**src/rtl/fetch_sequencer_if.sv**
```systemverilog
// Fetch-path bundle: PC control, instruction-memory port, redirect input and decode handshake.
// master = the sequencer; slave = program_counter/imem/decode side.
interface fetch_sequencer_if #(
  parameter int WIDTH = 32,
  parameter int IW    = 32
);
  logic             start;
  logic             halt_req;
  logic [WIDTH-1:0] pc;
  logic             pc_ld;
  logic             pc_inc;
  logic [WIDTH-1:0] next_pc;
  logic             imem_req;
  logic [WIDTH-1:0] imem_addr;
  logic             imem_ready;
  logic [IW-1:0]    imem_rdata;
  logic             redirect_valid;
  logic [WIDTH-1:0] redirect_pc;
  logic [IW-1:0]    instr;
  logic [WIDTH-1:0] instr_pc;
  logic             instr_valid;
  logic             instr_ready;
  logic             busy;
  logic             fault;
  logic [31:0]      retired_cnt;

  modport master (
    input  start, halt_req, pc, imem_ready, imem_rdata, redirect_valid, redirect_pc, instr_ready,
    output pc_ld, pc_inc, next_pc, imem_req, imem_addr, instr, instr_pc, instr_valid,
           busy, fault, retired_cnt
  );

  modport slave (
    output start, halt_req, pc, imem_ready, imem_rdata, redirect_valid, redirect_pc, instr_ready,
    input  pc_ld, pc_inc, next_pc, imem_req, imem_addr, instr, instr_pc, instr_valid,
           busy, fault, retired_cnt
  );
endinterface

```
**src/rtl/fetch_sequencer.sv**
```systemverilog
// Fetch/issue controller: steps program_counter, fetches one word per FETCH, offers it in ISSUE.
// Two cycles per instruction at best; stalls on imem_ready and instr_ready; redirects win over both.
module fetch_sequencer #(
  parameter int WIDTH   = 32,
  parameter int IW      = 32,
  parameter int TIMEOUT = 255
) (
  input logic              clk,
  input logic              rst_n_a,
  fetch_sequencer_if.master bus
);

  localparam int            CW        = (TIMEOUT > 0) ? $clog2(TIMEOUT + 1) : 1;
  localparam logic [CW-1:0] WAIT_LAST = CW'((TIMEOUT > 0) ? (TIMEOUT - 1) : 0);

  typedef enum logic [2:0] {
    S_IDLE,
    S_FETCH,
    S_ISSUE,
    S_HALTED,
    S_FAULT
  } state_e;

  state_e           state_q, state_d;
  logic [IW-1:0]    instr_q, instr_d;
  logic [WIDTH-1:0] instr_pc_q, instr_pc_d;
  logic [31:0]      retired_q, retired_d;
  logic [CW-1:0]    wait_q, wait_d;
  logic             busy_q, busy_d;
  logic             fault_q, fault_d;

  logic             pc_ld;
  logic             pc_inc;
  logic [WIDTH-1:0] next_pc;
  logic             imem_req;
  logic             instr_valid;

  always_ff @(posedge clk or posedge rst_n_a) begin
    if (rst_n_a) begin
      state_q    <= S_IDLE;
      instr_q    <= '0;
      instr_pc_q <= '0;
      retired_q  <= '0;
      wait_q     <= '0;
      busy_q     <= 1'b0;
      fault_q    <= 1'b0;
    end else begin
      state_q    <= state_d;
      instr_q    <= instr_d;
      instr_pc_q <= instr_pc_d;
      retired_q  <= retired_d;
      wait_q     <= wait_d;
      busy_q     <= busy_d;
      fault_q    <= fault_d;
    end
  end

  always_comb begin
    state_d     = state_q;
    instr_d     = instr_q;
    instr_pc_d  = instr_pc_q;
    retired_d   = retired_q;
    wait_d      = '0;
    pc_ld       = 1'b0;
    pc_inc      = 1'b0;
    next_pc     = '0;
    imem_req    = 1'b0;
    instr_valid = 1'b0;

    case (state_q)
      S_IDLE, S_HALTED: begin
        if (bus.start) state_d = S_FETCH;
      end

      S_FETCH: begin
        imem_req = 1'b1;
        if (bus.redirect_valid) begin
          // Abandon the in-flight request; memory ignores a dropped imem_req.
          imem_req = 1'b0;
          pc_ld    = 1'b1;
          next_pc  = bus.redirect_pc;
        end else if (bus.halt_req && !bus.imem_ready) begin
          state_d = S_HALTED;
        end else if (bus.imem_ready) begin
          instr_d    = bus.imem_rdata;
          instr_pc_d = bus.pc;
          pc_inc     = 1'b1;
          state_d    = S_ISSUE;
        end else if ((TIMEOUT != 0) && (wait_q == WAIT_LAST)) begin
          state_d = S_FAULT;
        end else begin
          wait_d = wait_q + 1'b1;
        end
      end

      S_ISSUE: begin
        if (bus.redirect_valid) begin
          pc_ld   = 1'b1;
          next_pc = bus.redirect_pc;
          state_d = S_FETCH;
        end else begin
          instr_valid = 1'b1;
          if (bus.instr_ready) begin
            retired_d = retired_q + 32'd1;
            state_d   = bus.halt_req ? S_HALTED : S_FETCH;
          end
        end
      end

      default: ;
    endcase

    busy_d  = (state_d == S_FETCH) || (state_d == S_ISSUE);
    fault_d = (state_d == S_FAULT);
  end

  assign bus.pc_ld       = pc_ld;
  assign bus.pc_inc      = pc_inc;
  assign bus.next_pc     = next_pc;
  assign bus.imem_req    = imem_req;
  assign bus.imem_addr   = (state_q == S_FETCH) ? bus.pc : '0;
  assign bus.instr_valid = instr_valid;
  assign bus.instr       = instr_q;
  assign bus.instr_pc    = instr_pc_q;
  assign bus.busy        = busy_q;
  assign bus.fault       = fault_q;
  assign bus.retired_cnt = retired_q;

endmodule

```
**src/flat_wrapper.sv**
```systemverilog
// flat-port wrapper written by rule: the top's interface ports become plain ports
module fetch_sequencer_flat 
#(
  parameter int WIDTH   = 32,
  parameter int IW      = 32,
  parameter int TIMEOUT = 255
)
  (clk, rst_n_a, bus_start, bus_halt_req, bus_pc, bus_imem_ready, bus_imem_rdata, bus_redirect_valid, bus_redirect_pc, bus_instr_ready, bus_pc_ld, bus_pc_inc, bus_next_pc, bus_imem_req, bus_imem_addr, bus_instr, bus_instr_pc, bus_instr_valid, bus_busy, bus_fault, bus_retired_cnt);
  fetch_sequencer_if #(.WIDTH(WIDTH), .IW(IW)) bus_i ();
  input logic clk;
  input logic rst_n_a;
  input wire logic [$bits(bus_i.start)-1:0] bus_start;
  input wire logic [$bits(bus_i.halt_req)-1:0] bus_halt_req;
  input wire logic [$bits(bus_i.pc)-1:0] bus_pc;
  input wire logic [$bits(bus_i.imem_ready)-1:0] bus_imem_ready;
  input wire logic [$bits(bus_i.imem_rdata)-1:0] bus_imem_rdata;
  input wire logic [$bits(bus_i.redirect_valid)-1:0] bus_redirect_valid;
  input wire logic [$bits(bus_i.redirect_pc)-1:0] bus_redirect_pc;
  input wire logic [$bits(bus_i.instr_ready)-1:0] bus_instr_ready;
  output wire logic [$bits(bus_i.pc_ld)-1:0] bus_pc_ld;
  output wire logic [$bits(bus_i.pc_inc)-1:0] bus_pc_inc;
  output wire logic [$bits(bus_i.next_pc)-1:0] bus_next_pc;
  output wire logic [$bits(bus_i.imem_req)-1:0] bus_imem_req;
  output wire logic [$bits(bus_i.imem_addr)-1:0] bus_imem_addr;
  output wire logic [$bits(bus_i.instr)-1:0] bus_instr;
  output wire logic [$bits(bus_i.instr_pc)-1:0] bus_instr_pc;
  output wire logic [$bits(bus_i.instr_valid)-1:0] bus_instr_valid;
  output wire logic [$bits(bus_i.busy)-1:0] bus_busy;
  output wire logic [$bits(bus_i.fault)-1:0] bus_fault;
  output wire logic [$bits(bus_i.retired_cnt)-1:0] bus_retired_cnt;
  assign bus_i.start = bus_start;
  assign bus_i.halt_req = bus_halt_req;
  assign bus_i.pc = bus_pc;
  assign bus_i.imem_ready = bus_imem_ready;
  assign bus_i.imem_rdata = bus_imem_rdata;
  assign bus_i.redirect_valid = bus_redirect_valid;
  assign bus_i.redirect_pc = bus_redirect_pc;
  assign bus_i.instr_ready = bus_instr_ready;
  assign bus_pc_ld = bus_i.pc_ld;
  assign bus_pc_inc = bus_i.pc_inc;
  assign bus_next_pc = bus_i.next_pc;
  assign bus_imem_req = bus_i.imem_req;
  assign bus_imem_addr = bus_i.imem_addr;
  assign bus_instr = bus_i.instr;
  assign bus_instr_pc = bus_i.instr_pc;
  assign bus_instr_valid = bus_i.instr_valid;
  assign bus_busy = bus_i.busy;
  assign bus_fault = bus_i.fault;
  assign bus_retired_cnt = bus_i.retired_cnt;
  fetch_sequencer #(.WIDTH(WIDTH), .IW(IW), .TIMEOUT(TIMEOUT)) u_core (.clk(clk), .rst_n_a(rst_n_a), .bus(bus_i));
endmodule
```
**config.mk**
```make
export PLATFORM = sky130hd
export DESIGN_NAME = fetch_sequencer_flat
export DESIGN_NICKNAME = d
export VERILOG_FILES = /design/src/rtl/fetch_sequencer_if.sv /design/src/rtl/fetch_sequencer.sv /design/src/flat_wrapper.sv
export SDC_FILE = /design/constraint.sdc
export NUM_CORES = 1
export LEC_CHECK = 0
export BUFFER_PORTS_ARGS = -buffer_cell sky130_fd_sc_hd__clkbuf_2
export CELL_PAD_IN_SITES_DETAIL_PLACEMENT = 0
export CELL_PAD_IN_SITES_GLOBAL_PLACEMENT = 1
export CORE_MARGIN = 3
export CORE_UTILIZATION = 33
export DETAILED_ROUTE_END_ITERATION = 16
export GPL_ROUTABILITY_DRIVEN = 0
export GPL_TIMING_DRIVEN = 0
export PLACE_DENSITY = 0.85
export SLEW_MARGIN = 25
export SYNTH_ARGS = -nofsm -noshare
export SYNTH_HDL_FRONTEND = slang
export SYNTH_SLANG_ARGS = --single-unit
```
**constraint.sdc**
```tcl
create_clock -name clk -period 3.91 [get_ports clk]
set_input_delay 0.5865 -clock clk [delete_from_list [all_inputs] [get_ports clk]]
set_output_delay 0.5865 -clock clk [all_outputs]
set_load 0.05 [all_outputs]
```
==> results by group <==
Synth
  • Yosys reg bits: 109
  • Synth Area per Inst: 12.4 um2
  • Synthesized area: 0.00485 mm2
  • Yosys Warn Count: 0
  • Synth cell types: 32
  • Syn Nets: 498
  • Yosys top cell by area: dfrtp_1
  • Top post-synthesis cells by area: dfrtp_1, mux2_2, and2_1
  • Synth top area share: 56.3%
  • Gate Count Post-Synth: between 300 and 400
  • Register area share after synthesis: 56.3%

Route
  • Metal2 WL: 6550 um
  • Length of routed wiring on met1: 5030 um
  • Metal3 WL: 915 um
  • Top layer in use: met4
  • DR vias: slightly below 4k
  • Post-route antenna net violation count: 0
  • Routed vias/inst: about 4.6
  • DR pass1 iterations: 3
  • Avg WL per Cell: 14.8 um
  • Drt total wl: 12700 um
  • DR iter-0 viols: 145
  • Drc violations: 0

Finish
  • Most common cell after layout, fill and taps aside: clkbuf_2
  • Multi-input logic area: 0.00200 mm2
  • Commonest non-fill, non-tap cells in the layout: clkbuf_2, dfrtp_1, and2_1, mux2_2, xnor2_1
  • N_diodes: 0
  • Post-route cell area: 0.00676 mm2
  • Register area: 0.00273 mm2
  • P&R area growth vs syn: 39.5%
  • Layout cells sized above 1: 53.5%
  • Fillers: 1301
  • Nets: a little under 800
  • Final core occ: 47.9%

Global route
  • Congestion Overflow GR: 0
  • Total global-route track usage: about 16%
  • Largest net degree at the start of global routing: 58
  • Initial antenna violation count: 0
  • Vias in the first global route: ~4k
  • First-pass GRT wire length: approximately 21000 um

Timing
  • Final min period: around 3100 ps
  • Peak Freq: between 300 and 400 MHz
  • Worst slew margin relative to its limit: 52.3%
  • Final setup viols: 0
  • Max-slew violations: 0
  • Total negative slack: 0 ps
  • RSZ-0062 raised after global routing: false
  • Fin. Hold Viols: 0
  • Worst-Margin Slew: about 710 ps
  • Clock skew: 5.46 ps
  • Final period util: 78.2%

Die
  • Num rows: 43
  • Initial Util: 34.4%
  • Core area: between 0.01 and 0.015 mm2
  • Die width: 127 um
  • # IOs: 269
  • Die Ht: about 130 um
  • Die ar.: 0.0162 mm2

Flow run
  • Max_cap viols: 0

Clock network
  • Post-CTS Setup Inserts: 0
  • Bufs on Longest Clock Path: 2
  • Htree depth: 3
  • Sink Count: approximately 110
  • TritonCTS clock tree: done
  • Root Driver: clkbuf_16
  • Hold-fix buffers at CTS: 0
  • Worst-path clk slew: 70 ps
  • Post_cts resized: 0
  • Num CTS Buffers: 9
  • Skew-Pair Late Insertion Delay: ~340 ps

Worst setup path
  • Critical Path AT: 2470 ps
  • Reg2reg start: u_core.state_q[0]
  • Largest fanout on the critical path: 10
  • Worst setup path class: flip-flop to output pin
  • Crit Reg-Reg Endpoint: u_core.bus.instr[1]
  • CP required: 3320 ps
  • Reg-to-reg setup timing slack: 1660 ps
  • Critical path startpoint category: flip-flop
  • CP Capture Type: output pin
  • R2r worst-path depth: 7

Power
  • Leak Pwr: 3.54 nW
  • Power density cells: 864 mW/mm2
  • Pwr Total: 5.84 mW
  • Max VDD drop: 0.528 mV

Placement
  • Area after DPL: 0.00644 mm2
  • Number of port buffers: between 200 and 300
  • DP Wirelength: 10400 um

Outcome
  • Status: finished, final reports clean

Worst hold path
  • Hold crit path type: input pin to async pin
-- synth_stat cells --
library cell	instances
and2_1	66
nand2b_1	1
and4_1	3
xor2_2	1
xor2_1	8
buf_4	2
dfrtp_1	109
or4_1	1
mux2_2	63
nand4_1	11
nand3_1	13
buf_2	6
o21bai_1	1
o31ai_1	1
ha_1	3
inv_2	2
xnor2_1	30
nor2_1	16
nor3b_1	3
a221oi_1	1
and4_4	1
nor3_1	3
nor3_4	1
or4b_4	1
nand2_1	13
o311a_1	1
o22ai_1	1
inv_1	9
nor4_1	2
and3_1	9
clkbuf_1	8
mux2_1	2
-- registers in the layout (all words and copies together), names as in the netlist --
register,cells
u_core.bus.instr_pc,32
u_core.bus.busy,1
u_core.bus.instr,32
u_core.bus.fault,1
u_core.bus.retired_cnt,32
u_core.wait_q,8
u_core.state_q,3
-- how the worst max path moves through the flow --
stage                                   from                 endpoint  depth (start not counted)
after global placement               rst_n_a  u_core.bus.instr_pc[13]                          2
final                      u_core.state_q[0]               bus_pc_inc                          8
after CTS                  u_core.state_q[0]               bus_pc_inc                          8
after floorplan                      rst_n_a          u_core.bus.busy                          1
after global routing       u_core.state_q[0]               bus_pc_inc                          8
after detailed placement  bus_redirect_valid               bus_pc_inc                          8
-- critical path: stages (launching register included) --
cell and delay [ps]:
dfrtp_1 420, inv_1 90, or4_1 580, inv_2 110, nand2_1 100, buf_2 240, buf_2 240, inv_1 70
clkbuf_2 260
-- metal layers --
layer  track usage (%)  up-vias
met3              3.76       15
met2              28.6      170
met4              5.93        0
li1                  -     1878
met5                 0        -
met1              18.9     1882
-- layout make-up --
cell class / count / share of cell area [%]
buffer: 16 / 1.11
timing repair buffer: 269 / 20.3
clock inverter: 3 / 0.630
multi-input combinational: 256 / 29.6
sequential: 109 / 40.4
tap: 180 / 3.33
inverter: 11 / 0.685
clock buffer: 13 / 4.00
-- metrics by stage --
stage	setup slack (ps)	hold WS [ps]	instances
5_1_grt	682	314	857
2_1_floorplan	450	454	392
4_1_cts	821	292	857
3_3_place_gp	-670	466	840
6_report	853	287	857
3_5_place_dp	1100	481	841
-- power breakdown --
part	switching [mW]	internal, mW	total [mW]
Combinational	2.44	0.778	3.22
Sequential	0.201	1.49	1.69
Clock	0.382	0.548	0.930
-- cell families after synthesis --
group | share of synthesized area [%]
adder cells (fa/ha/maj) | 0.775
AO/OA/AOI/OAI | 0.826
XOR/XNOR | 7.20
buffers and inverters | 2.40
multiplexers | 15.1
AND/OR/NAND/NOR | 17.4
flip-flops | 56.3
(Power assumes the default switching activity.)
